===== config.mk =====
export PLATFORM = sky130hd
export DESIGN_NAME = ieee_multi_to_fpir_pipe_flat
export DESIGN_NICKNAME = d
export VERILOG_FILES = /design/src/rtl/ieee_multi_to_fpir_pipe_if.sv /design/src/rtl/ieee_multi_to_fpir_pipe.sv /design/src/flat_wrapper.sv
export SDC_FILE = /design/constraint.sdc
export NUM_CORES = 1
export LEC_CHECK = 0
export BUFFER_PORTS_ARGS = -buffer_cell sky130_fd_sc_hd__buf_2
export CAP_MARGIN = 20
export CORE_MARGIN = 2
export CORE_UTILIZATION = 46
export CTS_CLUSTER_SIZE = 8
export DETAILED_ROUTE_END_ITERATION = 10
export PLACE_DENSITY = 0.67
export SLEW_MARGIN = 15
export SYNTH_ARGS = -nofsm -noshare
export SYNTH_HDL_FRONTEND = slang
export SYNTH_SLANG_ARGS = --single-unit

===== constraint.sdc =====
create_clock -name clk -period 3.7 [get_ports clk]
set_input_delay 0.555 -clock clk [delete_from_list [all_inputs] [get_ports clk]]
set_output_delay 0.555 -clock clk [all_outputs]
set_load 0.05 [all_outputs]

===== src/rtl/ieee_multi_to_fpir_pipe_if.sv =====
// rtl/ieee_multi_to_fpir_pipe_if.sv - ingress/egress handshake bundle for the multi-format IEEE-to-FPIR converter
`ifndef BW_FPIR_TYPE
`define BW_FPIR_TYPE 3
`endif

interface ieee_multi_to_fpir_pipe_if #(
  parameter int BW_FPIR = `BW_FPIR_TYPE + 1 + 8 + 24 + 3 + 2
);
  logic               in_valid;
  logic               in_ready;
  logic [1:0]         in_mode;
  logic [31:0]        in_value;
  logic               out_valid;
  logic               out_ready;
  logic [BW_FPIR-1:0] out_fpir;
  logic               out_subnormal;
  logic               out_bad_mode;

  modport master (
    output in_valid, in_mode, in_value, out_ready,
    input  in_ready, out_valid, out_fpir, out_subnormal, out_bad_mode
  );

  modport slave (
    input  in_valid, in_mode, in_value, out_ready,
    output in_ready, out_valid, out_fpir, out_subnormal, out_bad_mode
  );
endinterface


===== src/rtl/ieee_multi_to_fpir_pipe.sv =====
// rtl/ieee_multi_to_fpir_pipe.sv - two-stage binary32/binary16/bfloat16 to FPIR converter with elastic handshake
`ifndef BW_FPIR_TYPE
`define BW_FPIR_TYPE 3
`endif

module ieee_multi_to_fpir_pipe #(
  parameter int BW_EXPONENT    = 8,
  parameter int BW_OVERFLOW    = 2,
  parameter int BW_SIGNIFICAND = 24,
  parameter int BW_GUARD       = 3
) (
  input logic clk,
  input logic rstp,
  input logic clear,
  ieee_multi_to_fpir_pipe_if.slave bus
);

  localparam int BW_TYPE = `BW_FPIR_TYPE;
  localparam int BW_FPIR = BW_TYPE + 1 + BW_EXPONENT + BW_SIGNIFICAND + BW_GUARD + BW_OVERFLOW;
  localparam int BW_XE   = BW_EXPONENT + BW_OVERFLOW;
  localparam int BW_SG   = BW_SIGNIFICAND + BW_GUARD;

  localparam logic [BW_TYPE-1:0] T_NORMAL = BW_TYPE'(0);
  localparam logic [BW_TYPE-1:0] T_PZERO  = BW_TYPE'(1);
  localparam logic [BW_TYPE-1:0] T_MZERO  = BW_TYPE'(2);
  localparam logic [BW_TYPE-1:0] T_PINF   = BW_TYPE'(3);
  localparam logic [BW_TYPE-1:0] T_MINF   = BW_TYPE'(4);
  localparam logic [BW_TYPE-1:0] T_NAN    = BW_TYPE'(5);

  logic               in_sign;
  logic [7:0]         in_exp;
  logic [22:0]        in_man;
  logic               in_exp_ones;
  logic [BW_TYPE-1:0] in_type;
  logic               in_bad;
  logic               in_sub;
  logic [4:0]         in_lz;
  logic               lz_found;

  logic               s1_valid;
  logic [BW_TYPE-1:0] s1_type;
  logic               s1_sign;
  logic               s1_bad;
  logic               s1_sub;
  logic               s1_bias16;
  logic [7:0]         s1_exp;
  logic [22:0]        s1_man;
  logic [4:0]         s1_lz;

  logic               s2_valid;
  logic [BW_FPIR-1:0] s2_fpir;
  logic               s2_sub;
  logic               s2_bad;

  logic               s1_ready;
  logic               s2_ready;

  logic signed [31:0] bias;
  logic signed [31:0] exp_int;
  logic [23:0]        sig24;
  logic [BW_XE-1:0]   xe;
  logic [BW_SG-1:0]   sg;
  logic [BW_FPIR-1:0] fpir_next;

  assign s2_ready     = !s2_valid || bus.out_ready;
  assign s1_ready     = !s1_valid || s2_ready;
  assign bus.in_ready = s1_ready;

  // Mantissa is left-aligned into 23 bits so one leading-zero counter serves all modes.
  // The reserved mode splits like binary32 so its sign comes from bit 31.
  always_comb begin
    in_sign     = bus.in_value[31];
    in_exp      = bus.in_value[30:23];
    in_man      = bus.in_value[22:0];
    in_exp_ones = &bus.in_value[30:23];
    case (bus.in_mode)
      2'b01: begin
        in_sign     = bus.in_value[15];
        in_exp      = {3'b000, bus.in_value[14:10]};
        in_man      = {bus.in_value[9:0], 13'b0};
        in_exp_ones = &bus.in_value[14:10];
      end
      2'b10: begin
        in_sign     = bus.in_value[15];
        in_exp      = bus.in_value[14:7];
        in_man      = {bus.in_value[6:0], 16'b0};
        in_exp_ones = &bus.in_value[14:7];
      end
      default: ;
    endcase
  end

  always_comb begin
    in_bad  = (bus.in_mode == 2'b11);
    in_sub  = 1'b0;
    in_type = T_NORMAL;
    if (in_bad) begin
      in_type = T_NAN;
    end else if (in_exp_ones) begin
      in_type = (|in_man) ? T_NAN : (in_sign ? T_MINF : T_PINF);
    end else if (in_exp == 8'd0) begin
      if (|in_man) in_sub = 1'b1;
      else         in_type = in_sign ? T_MZERO : T_PZERO;
    end
  end

  always_comb begin
    in_lz    = 5'd0;
    lz_found = 1'b0;
    for (int i = 22; i >= 0; i--) begin
      if (!lz_found && in_man[i]) begin
        in_lz    = 5'(22 - i);
        lz_found = 1'b1;
      end
    end
  end

  always_ff @(posedge clk or posedge rstp) begin
    if (rstp) begin
      s1_valid  <= 1'b0;
      s1_type   <= T_NORMAL;
      s1_sign   <= 1'b0;
      s1_bad    <= 1'b0;
      s1_sub    <= 1'b0;
      s1_bias16 <= 1'b0;
      s1_exp    <= 8'd0;
      s1_man    <= 23'd0;
      s1_lz     <= 5'd0;
    end else begin
      if (clear)         s1_valid <= 1'b0;
      else if (s1_ready) s1_valid <= bus.in_valid;
      if (bus.in_valid && s1_ready && !clear) begin
        s1_type   <= in_type;
        s1_sign   <= in_sign;
        s1_bad    <= in_bad;
        s1_sub    <= in_sub;
        s1_bias16 <= (bus.in_mode == 2'b01);
        s1_exp    <= in_exp;
        s1_man    <= in_man;
        s1_lz     <= in_lz;
      end
    end
  end

  // Subnormals: shifting {man,0} by lz puts the first set mantissa bit at the significand MSB.
  always_comb begin
    bias = s1_bias16 ? 32'sd15 : 32'sd127;
    if (s1_sub) begin
      sig24   = {s1_man, 1'b0} << s1_lz;
      exp_int = -bias - int'(s1_lz);
    end else begin
      sig24   = {1'b1, s1_man};
      exp_int = int'({24'd0, s1_exp}) - bias;
    end
    xe = BW_XE'(exp_int);
    sg = BW_SG'(sig24) << (BW_SG - 24);
    if (s1_type == T_NORMAL)
      fpir_next = {s1_type, s1_sign, xe[BW_EXPONENT-1:0], sg, xe[BW_XE-1:BW_EXPONENT]};
    else
      fpir_next = {s1_type, s1_sign, {(BW_FPIR-BW_TYPE-1){1'b0}}};
  end

  always_ff @(posedge clk or posedge rstp) begin
    if (rstp) begin
      s2_valid <= 1'b0;
      s2_fpir  <= '0;
      s2_sub   <= 1'b0;
      s2_bad   <= 1'b0;
    end else begin
      if (clear)         s2_valid <= 1'b0;
      else if (s2_ready) s2_valid <= s1_valid;
      if (s1_valid && s2_ready && !clear) begin
        s2_fpir <= fpir_next;
        s2_sub  <= s1_sub;
        s2_bad  <= s1_bad;
      end
    end
  end

  assign bus.out_valid     = s2_valid;
  assign bus.out_fpir      = s2_fpir;
  assign bus.out_subnormal = s2_sub;
  assign bus.out_bad_mode  = s2_bad;

endmodule


===== src/flat_wrapper.sv =====
// flat-port wrapper written by rule: the top's interface ports become plain ports
module ieee_multi_to_fpir_pipe_flat 
#(
  parameter int BW_EXPONENT    = 8,
  parameter int BW_OVERFLOW    = 2,
  parameter int BW_SIGNIFICAND = 24,
  parameter int BW_GUARD       = 3
)
  (clk, rstp, clear, bus_in_valid, bus_in_mode, bus_in_value, bus_out_ready, bus_in_ready, bus_out_valid, bus_out_fpir, bus_out_subnormal, bus_out_bad_mode);
  ieee_multi_to_fpir_pipe_if bus_i ();
  input logic clk;
  input logic rstp;
  input logic clear;
  input wire logic [$bits(bus_i.in_valid)-1:0] bus_in_valid;
  input wire logic [$bits(bus_i.in_mode)-1:0] bus_in_mode;
  input wire logic [$bits(bus_i.in_value)-1:0] bus_in_value;
  input wire logic [$bits(bus_i.out_ready)-1:0] bus_out_ready;
  output wire logic [$bits(bus_i.in_ready)-1:0] bus_in_ready;
  output wire logic [$bits(bus_i.out_valid)-1:0] bus_out_valid;
  output wire logic [$bits(bus_i.out_fpir)-1:0] bus_out_fpir;
  output wire logic [$bits(bus_i.out_subnormal)-1:0] bus_out_subnormal;
  output wire logic [$bits(bus_i.out_bad_mode)-1:0] bus_out_bad_mode;
  assign bus_i.in_valid = bus_in_valid;
  assign bus_i.in_mode = bus_in_mode;
  assign bus_i.in_value = bus_in_value;
  assign bus_i.out_ready = bus_out_ready;
  assign bus_in_ready = bus_i.in_ready;
  assign bus_out_valid = bus_i.out_valid;
  assign bus_out_fpir = bus_i.out_fpir;
  assign bus_out_subnormal = bus_i.out_subnormal;
  assign bus_out_bad_mode = bus_i.out_bad_mode;
  ieee_multi_to_fpir_pipe #(.BW_EXPONENT(BW_EXPONENT), .BW_OVERFLOW(BW_OVERFLOW), .BW_SIGNIFICAND(BW_SIGNIFICAND), .BW_GUARD(BW_GUARD)) u_core (.clk(clk), .rstp(rstp), .clear(clear), .bus(bus_i));
endmodule

==> flow_summary.ini, run 1 <==
[run_status]
status = complete, no violations

[clock_tree]
cts_buffers = 9
cts_setup_buffers = 0
clk_pin_slew_ps = 70
postCtsHoldBufs = 0
worstSkewPairLatency_ps = 350
cts_resized = 0
cts-root-buf = clkbuf_16
cts.sinks = 85
htree_levels = 3
cts_buffer_depth = 2
cts_tree = built

[synth]
yosysWarnings = 0
postSynthCellCount = 622
muxShareOfSynthArea = 0.1282
synth_top_family_by_area = compound AO/OA/AOI/OAI gates
synthAdderAreaFrac = 0.02643
ys_ff_latch = 85
synth_flop_cell = dfrtp_1
synth_edf_count = 0
synth-compound-area-share = 0.2169
yosysUniqueCellTypes = 67
synth-xor-area-share = 0.01233
synth.avg_cell_area_sq_um = 9.135
synth_area_sq_mm = 0.005682
seq_area_frac_synth = 0.3744
async_flop_share = 1.000
yosys.area_share.simple = 0.1834

[die]
io_pins = 84
floorplan.initialDensity = 0.4730
num_rows = 40
die_area_sq_mm = 0.01326
die_h_microns = 115.1
die_x_microns = 115.1
core_area_sq_mm = 0.01201

[power_and_ir_drop]
pwr-share-seq = 0.372
internal_power_uw = 2010
p_leak_uw = 0.002915
pwr-share-comb = 0.358
swShare = 0.3863
max-vdd-ir-drop_mv = 0.1956
power.switching_uw = 1266
clkPwrFrac = 0.270
power_density_mw_per_mm2 = 513.5

[cells_and_area]
fin_nets = 727
num_antenna_cells = 0
drive_above_1_share = 0.2265
instances_no_fill = 827
area_growth_pct = 12.29

[grt]
grt_pass1_vias = 4772
grt_overflow = 0
antenna_found_initial = 0
grt_max_degree = 59
grt.total_usage = 0.2579
grt_pass1_wl_mm = 26.28

[critical_path]
end_kind = register
crit_required_ps = 3960
cp_top_family = adder cells
crit_buf_inv = 3
crit_fanout = 34
cpMaxStageDelayCell = ha_1
max_stage_delay_ps = 670
worstPathArrival_ps = 2920
cp_cell_sequence = buf_2, inv_1, ha_1, buf_4, o21ai_0, nor4_1, nand4_1, o31a_1, o22ai_1
critPathLaunchType = input port
crit_type = in2reg

[route]
ant_nets = 0
routedWlPerCell_microns = 19.97
via_per_inst = 6.173
drtIter0Drc = 366
drtPass1Iterations = 5
wl_mm = 16.52
remaining_drc_errors = 0
vias = 5105

[place]
routabilityCongestion = 0.9813
hpwlAfterDp_mm = 12.57
dp.cells = 812
dpl_worst_slack_ps = 714.7
place.port_buffers = 80

[sta]
tns_ps = 0
fmax_ghz = 0.3767
max_slew_margin = 0.2884
worst_pin_slew_ps = 1067
setup_viol = 0
grt_setup_unrepaired = no
final.setup_skew_ps = 12.80
fin_crit_ps = 2655
slew_viol_final = 0
fin_ws_ps = 1045
hold_viol = 0
finalCritPeriodShare = 0.7175

[flow_run]
maxCapViolCount = 0

[hold_path]
hold_path.class = in2async
==> placed cells by master, fill, tap and decap left out, types with 5 or more instances in the layout <==
| cell | n |
|---|---|
| o22ai_1 | 5 |
| mux4_2 | 20 |
| o21ai_0 | 49 |
| inv_1 | 13 |
| dfrtp_1 | 85 |
| a221o_1 | 5 |
| xnor2_1 | 6 |
| a221oi_1 | 6 |
| a22o_1 | 8 |
| buf_2 | 80 |
| nand3_1 | 17 |
| buf_4 | 11 |
| o31ai_1 | 10 |
| nor2b_1 | 13 |
| clkbuf_16 | 9 |
| and3_1 | 9 |
| ha_1 | 12 |
| nor3_1 | 6 |
| mux2_2 | 14 |
| o21ai_1 | 15 |
| o211ai_1 | 9 |
| nand2_1 | 115 |
| a21oi_1 | 22 |
| nor2_1 | 34 |
| mux2i_1 | 12 |
| a22oi_1 | 9 |
==> path summary, 6_finish.rpt <==
| check | cells after the start | slack, ps | end | startpoint |
|---|---|---|---|---|
| max in group asynchronous | 3 | 2780 | u_core.s1_man[10] | rstp |
| worst max register to register | 8 | 1110 | u_core.bus.out_fpir[36] | u_core.s1_lz[1] |
| worst min-delay path | 2 | 170 | u_core.s1_exp[4] | rstp |
| min in group clk | 2 | 410 | u_core.bus.out_valid | clear |
| worst min register to register | 2 | 460 | u_core.bus.out_fpir[24] | u_core.bus.out_fpir[24] |
| worst max-delay path | 9 | 1050 | u_core.s1_type[0] | bus_in_mode[0] |
==> registers in the layout (all words and copies together) (netlist names) <==
register,cells
u_core.bus.out_fpir,38
u_core.s1_man,23
u_core.s1_exp,8
u_core.s1_lz,5
u_core.s1_type,3
u_core.bus.out_bad_mode,1
u_core.bus.out_subnormal,1
u_core.bus.out_valid,1
u_core.s1_bad,1
u_core.s1_bias16,1
u_core.s1_sign,1
u_core.s1_sub,1
u_core.s1_valid,1
==> power by group through the flow <==
stage	registers, uW	clock network, uW	logic, uW
final	1220	883	1170
after global routing	1240	936	1270
after CTS	1220	902	1170
after detailed placement	1230	0	1170
after global placement	1230	0	1160
after floorplan	1440	0	663
==> metal layers <==
layer,GRT usage,share of wire,vias up
met3,0.04059,0.058,32
met2,0.3784,0.43,210
met1,0.3782,0.48,2465
met5,0,0,-
met4,0.1108,0.031,0
li1,-,-,2398
==> cell usage after synthesis (10+ instances only) <==
library cell / instances / area share
o21ai_1: 15 / 0.013
dfrtp_1: 85 / 0.37
nor2_1: 34 / 0.022
a21oi_1: 22 / 0.019
nand3_1: 17 / 0.015
clkbuf_1: 26 / 0.017
o21ai_0: 49 / 0.043
mux2i_1: 12 / 0.021
nand2_1: 115 / 0.076
mux2_2: 14 / 0.028
inv_1: 14 / 0.0092
mux4_2: 20 / 0.079
o31ai_1: 10 / 0.013
ha_1: 12 / 0.026
nor2b_1: 13 / 0.014
==> layout make-up <==
class / instances / area, sq um
fillers: 1137 / 5632
repair buffers: 91 / 483.0
clock inverters: 6 / 65.06
well taps: 147 / 183.9
clock buffers: 9 / 225.2
flip-flops and latches: 85 / 2127
multi-input cells: 473 / 3234
inverters: 16 / 61.31
==> stage by stage <==
stage	power (uW)	hold WS, ps	area, sq um	util
floorplan	2099	442.0	5689	-
global placement	2389	447.5	6090	0.5070
detailed placement	2402	452.9	6090	0.5070
CTS	3291	173.3	6380	0.5311
global route	3448	198.4	6380	0.5311
finish	3276	169.7	6380	0.5311
==> cells by family after synthesis <==
group,count (synthesis)
AND/OR/NAND/NOR,223
buffers and inverters,66
AO/OA/AOI/OAI,181
other,1
flip-flops,85
adder cells (fa/ha/maj),12
multiplexers,46
XOR/XNOR,8
Note: power is estimated with default switching activity, not from simulation.
==> run 2, diff against run 1 <==
--- a/config.mk
+++ b/config.mk
@@ -5,13 +5,14 @@
 export SDC_FILE = /design/constraint.sdc
 export NUM_CORES = 1
 export LEC_CHECK = 0
+export ABC_AREA = 1
 export BUFFER_PORTS_ARGS = -buffer_cell sky130_fd_sc_hd__buf_2
 export CAP_MARGIN = 20
 export CORE_MARGIN = 2
 export CORE_UTILIZATION = 46
 export CTS_CLUSTER_SIZE = 8
 export DETAILED_ROUTE_END_ITERATION = 10
-export PLACE_DENSITY = 0.67
+export PLACE_DENSITY = 0.69
 export SLEW_MARGIN = 15
 export SYNTH_ARGS = -nofsm -noshare
 export SYNTH_HDL_FRONTEND = slang
==> constraint.sdc (replaced) <==
create_clock -name clk -period 2.31 [get_ports clk]
set_input_delay 0.3465 -clock clk [delete_from_list [all_inputs] [get_ports clk]]
set_output_delay 0.3465 -clock clk [all_outputs]
set_load 0.05 [all_outputs]
==> flow_summary.ini, run 2 <==
[run_status]
status = complete, no violations

[synth]
yosysUniqueCellTypes = 51
seq_area_frac_synth = 0.3842
synth_flop_cell = dfrtp_1
async_flop_share = 1.000
synth_edf_count = 0
synth.avg_cell_area_sq_um = 7.116
ys_top_cells_by_count = 204 x nand2_1, 115 x o21ai_0, 85 x dfrtp_1
synth_area_leaders = dfrtp_1 38%, nand2_1 14%, o21ai_0 10%
ys_ff_latch = 85
synth_top_area_frac = 0.3842
yosysWarnings = 0
synth_most_common_cell = nand2_1
postSynthCellCount = 778
synth_top_cell_by_area = dfrtp_1
synth_area_sq_mm = 0.005537

[grt]
grt_max_degree = 52
grt.total_usage = 0.2636
grt_pass1_wl_mm = 27.14
grt_pass1_vias = 5399
antenna_found_initial = 0
grt_overflow = 0

[sta]
fmax_ghz = 0.4382
final.setup_skew_ps = 9.070
whs_ps = 120.6
grt_setup_unrepaired = yes
fin_ws_ps = 27.71
tns_ps = 0
fin_crit_ps = 2282
slew_viol_final = 0
finalCritPeriodShare = 0.9880
max_slew_margin = 0.5015
hold_viol = 0
worst_pin_slew_ps = 746.1
setup_viol = 0

[critical_path]
cpMaxStageDelayCell = ha_4
end_kind = register
cp_common_cell = nor2_4
crit_type = in2reg
crit_required_ps = 2590
worstPathArrival_ps = 2560
cp_cell_sequence = buf_6, ha_4, inv_8, buf_6, nand3_2, nand2_2, nor2_4, nand2_2, nor2_4, nand3_4, nor2_4, nand4_2, nor2_4, nand4_1, nor3_2, inv_1, a21oi_2, nor2_1, nor2_1
crit_fanout = 7
critPathLaunchType = input port
max_stage_delay_ps = 310

[place]
place.port_buffers = 80
dpl_worst_slack_ps = -350.8
routabilityCongestion = 0.9579
hpwlAfterDp_mm = 13.13

[cells_and_area]
num_antenna_cells = 0
final.fill_count = 1122
largest_reg_flops = 38
area_growth_pct = 26.49
ff_latch_area_sq_mm = 0.002127
layout_common_cells = 197 x nand2_1, 115 x o21ai_0, 85 x dfrtp_1
fin_nets = 955
multiInputGateArea_sq_mm = 0.003014
final_common_cell = nand2_1
drive_above_1_share = 0.2288

[power_and_ir_drop]
pwr-share-seq = 0.351
clkPwrFrac = 0.264
internal_power_uw = 3102
power.switching_uw = 2098
power_density_mw_per_mm2 = 742.6
pwr-share-comb = 0.386
p_leak_uw = 0.003503
max-vdd-ir-drop_mv = 0.3940
swShare = 0.4035

[clock_tree]
cts-root-buf = clkbuf_16
cts.sinks = 85
clk_pin_slew_ps = 70
cts_tree = built
htree_levels = 3
worstSkewPairLatency_ps = 350
cts_buffers = 9
cts_buffer_depth = 2

[die]
num_rows = 40
die_x_microns = 113.7
die_h_microns = 113.7
floorplan.initialDensity = 0.4668
core_area_sq_mm = 0.01186
die_area_sq_mm = 0.01293
io_pins = 84

[hold_path]
hold_path.class = in2async

[route]
routedWlPerCell_microns = 15.87
via_per_inst = 5.511
drtIter0Drc = 490
remaining_drc_errors = 0
wl_mm = 16.76
ant_nets = 0
vias = 5820
drtPass1Iterations = 5

[flow_run]
maxCapViolCount = 0
[run 2: cell count changes in the layout (fill, tap and decap cells not counted), sizes merged, moves of 9 or more]
cell,before,now
mux2,14,0
mux4,20,0
inv,13,88
buf,91,155
nand2,116,206
o21ai,64,120
nand3,17,26
nor2,34,67
nor2b,13,0
and3,9,0
[run 2: cells by family after synthesis]
family,after synthesis,synth area share
and+or+nand+nor,329,0.2515
AOI/OAI and AO/OA,207,0.2210
buffers and inverters,131,0.09266
DFF,85,0.3842
adders and majority gates,12,0.02712
muxes,10,0.01808
xor gates and xnor gates,3,0.004747
other,1,0.0006773
[run 2: through the flow]
| step | utilization | cell area, sq um | instances | power (uW) |
|---|---|---|---|---|
| finish | 0.5904 | 7003 | 1056 | 5201 |
| global route | 0.5904 | 7003 | 1056 | 5507 |
| CTS | 0.5743 | 6812 | 1048 | 5137 |
| detailed placement | 0.5506 | 6531 | 1032 | 3771 |
| global placement | 0.5506 | 6531 | 1032 | 3742 |
| floorplan | - | 5560 | 780 | 3131 |
[run 2: worst paths after layout]
path                       slack, ps                     from  depth (start not counted)                       to
min in group clk                 180                    clear                          2          u_core.s1_valid
hold reg to reg                  480  u_core.bus.out_bad_mode                          2  u_core.bus.out_bad_mode
max in group asynchronous       1490                     rstp                          3         u_core.s1_man[1]
setup / recovery                  30           bus_in_mode[1]                         19          u_core.s1_lz[4]
hold / removal                   120                     rstp                          2   u_core.bus.out_fpir[1]
setup reg to reg                 200          u_core.s1_lz[4]                          6  u_core.bus.out_fpir[19]
[run 2: cell type report]
| type | instances | share of cell area |
|---|---|---|
| clock buffer | 9 | 0.03216 |
| clock inverter | 7 | 0.007861 |
| inverter | 89 | 0.04967 |
| multi-input combinational | 564 | 0.4304 |
| sequential | 85 | 0.3037 |
| tap | 147 | 0.02626 |
| timing repair buffer | 155 | 0.1499 |
[run 2: power groups by stage]
| stage | clock, uW | combinational [uW] | sequential, uW |
|---|---|---|---|
| 2_1_floorplan | 0 | 1020 | 2110 |
| 3_3_place_gp | 0 | 1900 | 1840 |
| 3_5_place_dp | 0 | 1920 | 1850 |
| 4_1_cts | 1380 | 1930 | 1820 |
| 5_1_grt | 1460 | 2200 | 1840 |
| 6_report | 1370 | 2010 | 1820 |
[run 2: worst max-delay path: cells and delay by family]
| kind | cells | cell delay (ps) |
|---|---|---|
| fa+ha+maj | 1 | 310 |
| simple gates | 13 | 1440 |
| compound gates | 1 | 100 |
| buf+inv | 4 | 360 |
[run 2: what timing repair did]
item                                    in CTS  in global routing
endpoints found under the setup margin       0                  6
buffers inserted                             0                  8
hold buffers                                 0                  0
resized for setup                            0                 35
[run 2: metal layers]
| metal | vias to the layer above | wire length, microns | track usage |
|---|---|---|---|
| met2 | 232 | 7775 | 0.4208 |
| met1 | 2693 | 7629 | 0.3673 |
| li1 | 2859 | - | - |
| met5 | - | 0 | 0 |
| met4 | 0 | 425 | 0.09268 |
| met3 | 36 | 925 | 0.03932 |
